$ cat src/rtl/uart_time_transmitter.sv
// UART 8N1 transmitter that sends a captured BCD time as ASCII "HH:MM:SS\r\n".
// A send request snapshots time_bcd; the snapshot drives all ten frames so the
// live time may keep changing while the message is on the line.
module uart_time_transmitter #(
    parameter int clk_freq   = 100_000_000,
    parameter int baud_rate  = 9_600,
    parameter int bit_cycles = clk_freq / baud_rate
) (
    input  logic        clk,
    input  logic        reset,
    input  logic        send,
    input  logic [23:0] time_bcd,
    output logic        TxD,
    output logic        busy,
    output logic        done
);

    // Message length is structural (six digits, two colons, CR, LF).
    localparam int          msg_len   = 10;
    localparam int          CW        = (bit_cycles > 1) ? $clog2(bit_cycles) : 1;
    localparam logic [CW-1:0] BAUD_LAST = CW'(bit_cycles - 1);
    localparam logic [3:0]  BYTE_LAST = 4'(msg_len - 1);

    typedef enum logic [1:0] {
        IDLE  = 2'd0,
        START = 2'd1,
        DATA  = 2'd2,
        STOP  = 2'd3
    } state_t;

    state_t        state_reg, state_next;
    logic [CW-1:0] baud_reg, baud_next;
    logic [2:0]    bit_reg, bit_next;
    logic [3:0]    byte_reg, byte_next;
    logic [23:0]   snap_reg, snap_next;
    logic          txd_reg, txd_next;
    logic          busy_reg, busy_next;
    logic          done_reg, done_next;

    logic [7:0]    digit_char [6];
    logic [7:0]    cur_byte;
    logic          bit_last;

    // ASCII for each snapshot nibble; index 0 is seconds units, 5 is hours tens.
    // Non-decimal nibbles are shown as '?' so a bad counter is visible on the terminal.
    generate
        for (genvar gi = 0; gi < 6; gi++) begin : g_digit
            assign digit_char[gi] = (snap_reg[4*gi+3 -: 4] > 4'd9)
                                  ? 8'h3F
                                  : {4'h3, snap_reg[4*gi+3 -: 4]};
        end
    endgenerate

    // Byte currently being framed, selected by position in the message.
    always_comb begin
        cur_byte = 8'h0A;
        case (byte_reg)
            4'd0: cur_byte = digit_char[5];
            4'd1: cur_byte = digit_char[4];
            4'd2: cur_byte = 8'h3A;
            4'd3: cur_byte = digit_char[3];
            4'd4: cur_byte = digit_char[2];
            4'd5: cur_byte = 8'h3A;
            4'd6: cur_byte = digit_char[1];
            4'd7: cur_byte = digit_char[0];
            4'd8: cur_byte = 8'h0D;
            default: cur_byte = 8'h0A;
        endcase
    end

    assign bit_last = (baud_reg == BAUD_LAST);

    // Next-state and next-output logic; TxD is computed one edge ahead so the
    // line changes exactly on the bit boundary from a register.
    always_comb begin
        state_next = state_reg;
        baud_next  = baud_reg;
        bit_next   = bit_reg;
        byte_next  = byte_reg;
        snap_next  = snap_reg;
        txd_next   = txd_reg;
        busy_next  = busy_reg;
        done_next  = 1'b0;

        case (state_reg)
            IDLE: begin
                txd_next = 1'b1;
                if (send && !busy_reg) begin
                    state_next = START;
                    snap_next  = time_bcd;
                    byte_next  = 4'd0;
                    bit_next   = 3'd0;
                    baud_next  = '0;
                    busy_next  = 1'b1;
                    txd_next   = 1'b0;
                end
            end
            START: begin
                if (bit_last) begin
                    baud_next  = '0;
                    bit_next   = 3'd0;
                    state_next = DATA;
                    txd_next   = cur_byte[0];
                end else begin
                    baud_next = baud_reg + 1'b1;
                end
            end
            DATA: begin
                if (bit_last) begin
                    baud_next = '0;
                    if (bit_reg == 3'd7) begin
                        state_next = STOP;
                        txd_next   = 1'b1;
                    end else begin
                        bit_next = bit_reg + 3'd1;
                        txd_next = cur_byte[bit_reg + 3'd1];
                    end
                end else begin
                    baud_next = baud_reg + 1'b1;
                end
            end
            STOP: begin
                if (bit_last) begin
                    baud_next = '0;
                    if (byte_reg == BYTE_LAST) begin
                        state_next = IDLE;
                        busy_next  = 1'b0;
                        done_next  = 1'b1;
                        txd_next   = 1'b1;
                    end else begin
                        byte_next  = byte_reg + 4'd1;
                        state_next = START;
                        txd_next   = 1'b0;
                    end
                end else begin
                    baud_next = baud_reg + 1'b1;
                end
            end
            default: begin
                state_next = IDLE;
                txd_next   = 1'b1;
                busy_next  = 1'b0;
            end
        endcase
    end

    // State and output registers; reset drops any message in flight immediately.
    always_ff @(posedge clk) begin
        if (reset) begin
            state_reg <= IDLE;
            baud_reg  <= '0;
            bit_reg   <= 3'd0;
            byte_reg  <= 4'd0;
            snap_reg  <= 24'd0;
            txd_reg   <= 1'b1;
            busy_reg  <= 1'b0;
            done_reg  <= 1'b0;
        end else begin
            state_reg <= state_next;
            baud_reg  <= baud_next;
            bit_reg   <= bit_next;
            byte_reg  <= byte_next;
            snap_reg  <= snap_next;
            txd_reg   <= txd_next;
            busy_reg  <= busy_next;
            done_reg  <= done_next;
        end
    end

    assign TxD  = txd_reg;
    assign busy = busy_reg;
    assign done = done_reg;

endmodule

$ cat config.mk
export PLATFORM = sky130hd
export DESIGN_NAME = uart_time_transmitter
export DESIGN_NICKNAME = d
export VERILOG_FILES = /design/src/rtl/uart_time_transmitter.sv
export SDC_FILE = /design/constraint.sdc
export NUM_CORES = 1
export LEC_CHECK = 0
export ABC_AREA = 1
export BUFFER_PORTS_ARGS = -buffer_cell sky130_fd_sc_hd__buf_2
export CORE_MARGIN = 1
export CORE_UTILIZATION = 40
export DETAILED_ROUTE_END_ITERATION = 10
export PLACE_DENSITY = 0.68
export RECOVER_POWER = 25
export REMOVE_ABC_BUFFERS = 1
export SYNTH_ARGS = -nofsm -noshare
export SYNTH_HDL_FRONTEND = slang
export SYNTH_SLANG_ARGS = --single-unit
$ cat constraint.sdc
create_clock -name clk -period 4.4 [get_ports clk]
set_input_delay 0.88 -clock clk [delete_from_list [all_inputs] [get_ports clk]]
set_output_delay 0.88 -clock clk [all_outputs]
set_load 0.02 [all_outputs]
==> results.toml <==
[run_status]
status = "completed"

[route]
vias_per_cell = 5.100
wl_per_cell_um = 11.75
wl_um = 6002
drtPass1Iterations = 4
post-route-drc-count = 0
drt_iter0_drc = 160
dr_total_vias = 2606
final_antenna_net_count = 0

[worst_setup_path]
worstSetupPathType = "reg -> reg"
max_stage_delay_ns = 0.54
crit_fanout = 13
crit_top_cell = "inv_1"
crit_chain = "inv_1 -> ha_1 -> inv_1 -> nor2_1 -> inv_1 -> nand2_1 -> inv_1 -> nand2_1 -> nor2_2 -> xor2_1 -> nor2_1"
cp.arrival_ns = 2.87
end_kind = "flip-flop"
crit_path_top_delay_cell = "nor2_1"
start_kind = "flip-flop"
required_ns = 4.61
ff2ff_setup_slack_ns = 1.74

[hold_path]
hold_path_class = "reg -> reg"

[clocking]
cts_buffer_depth = 2
ctsHoldBuffers = 0
cts_setup_buffers = 0
postCtsResizedCells = 0
cts_tree = "built"
worstSkewPairLatency_ns = 0.31
root_buffer = "clkbuf_8"
clk_pin_slew_ns = 0.10
clock_sinks = 50
ctsHtreeMaxLevel = 2
numCtsBuffers = 5

[sta]
finClkSkew_ns = 0.01041
max_freq_mhz = 375.6
finalCriticalPeriod_ns = 2.662
final_hold_viol_count = 0
maxSlewViolCount = 0
worst_pin_slew_ns = 1.137
finalSetupViolCount = 0
layout_setup_ws_ns = 1.738
fin_tns_setup_ns = 0
rsz0062_at_grt = "no"
period_share_pct = 60.50
relSlewSlack_pct = 24.02

[logic_synthesis]
synth_cell_type_count = 29
ys_ff_latch = 50
yosysTopAreaCell = "dfxtp_1"
yosys-top-cells-area = "dfxtp_1 36%, nand2_1 13%, a21oi_1 9.3%, inv_1 6.8%, o21ai_0 5.6%"
synth_top_area_share_pct = 36.31
avgSynthCellArea_um2 = 6.739
ys_seq_area_share_pct = 36.31
syn_inst = 409
yosys_warnings = 0
syn_area_um2 = 2756

[layout]
final_area_um2 = 3018
diodes = 0
final_nets = 472
largest_reg_flops = 24
finalNonFillerCells = 511
area_growth_pct = 9.487
final_common_cell = "nand2_1"
mostFrequentLayoutCells = "97 x nand2_1, 53 x inv_1, 51 x a21oi_1, 50 x dfxtp_1, 39 x nor2_1"
layout-drive-gt1-share_pct = 10.83

[placed_design]
portBuffers = 29
dp_hpwl_um = 4504
numPlacedInstances = 503
placed_area_um2 = 2943
dp_slack_ns = 1.648
place_congestion = 0.8505

[floorplan]
io-pin-count = 30
initial_utilization_pct = 42.44
fp.dieW_um = 85.01
fp.dieH_um = 85.01
dieArea_um2 = 7227
core_area_um2 = 6495
placementRows = 29

[global_routing]
grt_first_pass_wirelength_um = 10320
antenna_found_initial = 0
grt_pass1_vias = 2299
grt_usage_pct = 17.82
gr-total-overflow = 0
grt_max_degree = 42

[power_and_ir_drop]
ir_drop_mv = 0.2276
total_leakage_power_nw = 1.356
p_per_area_nw_per_um2 = 487.1
fin_total_pwr_mw = 1.470

[job]
max_cap_violations = 0
-- synth_stat cells, drive strengths merged --
master,n
a211oi,5
a21oi,51
a221oi,2
buf,6
clkbuf,6
dfxtp,50
ha,12
inv,55
nand2,98
nand3,29
nand4,5
nor2,42
nor3,6
nor3b,3
nor4,1
o21ai,33
o21bai,1
xor2,4
-- worst max-delay path: cells and delay by family, from the launching register on --
family	cells	cell delay, ns
xor+xnor	1	0.13
simple gates	5	0.93
flops	1	0.36
fa+ha+maj	1	0.47
buf+inv	4	0.67
-- per-layer routing --
metal	part of all wire [%]	GRT usage, %	wire [µm]	up-vias
li1	-	-	-	1375
met2	44	28.15	2616	46
met4	1.2	5.547	74	0
met5	0	0	0	-
met3	4.1	3.307	247	4
met1	51	24.65	3064	1181
-- report_power, final --
part           leakage, nW  internal (mW)  switching, mW
sequential           0.409          0.545         0.0646
combinational        0.902          0.190          0.384
clock               0.0447          0.115          0.170
-- final timing paths --
path                startpoint      endpoint  depth (start not counted)
setup / recovery  state_reg[0]   byte_reg[3]                         11
hold / removal    snap_reg[20]  snap_reg[20]                          2
setup reg to reg  state_reg[0]   byte_reg[3]                         11
hold reg to reg   snap_reg[20]  snap_reg[20]                          2
-- cells by family after synthesis --
group | share of synthesized area [%]
flip-flops | 36.31
XOR/XNOR | 1.271
AND/OR/NAND/NOR | 29.82
buffers and inverters | 9.487
adder cells (fa/ha/maj) | 5.447
AO/OA/AOI/OAI | 17.66
-- layout make-up --
type                            instances  area [µm²]
Fill cell                             673        3477
Multi-Input combinational cell        292        1479
Sequential cell                        50        1001
Inverter                               55       206.4
Timing Repair Buffer                   29       141.4
Tap cell                               77       96.34
Clock buffer                            5       68.82
Clock inverter                          3       25.02
-- metrics by stage --
stage	util (%)	hold WS [ns]
global route	46.47	0.4983
finish	46.47	0.4680
floorplan	-	0.4309
detailed placement	45.31	0.4530
global placement	45.31	0.4487
CTS	46.75	0.4668
No activity file was read; power rests on OpenSTA's default activity.
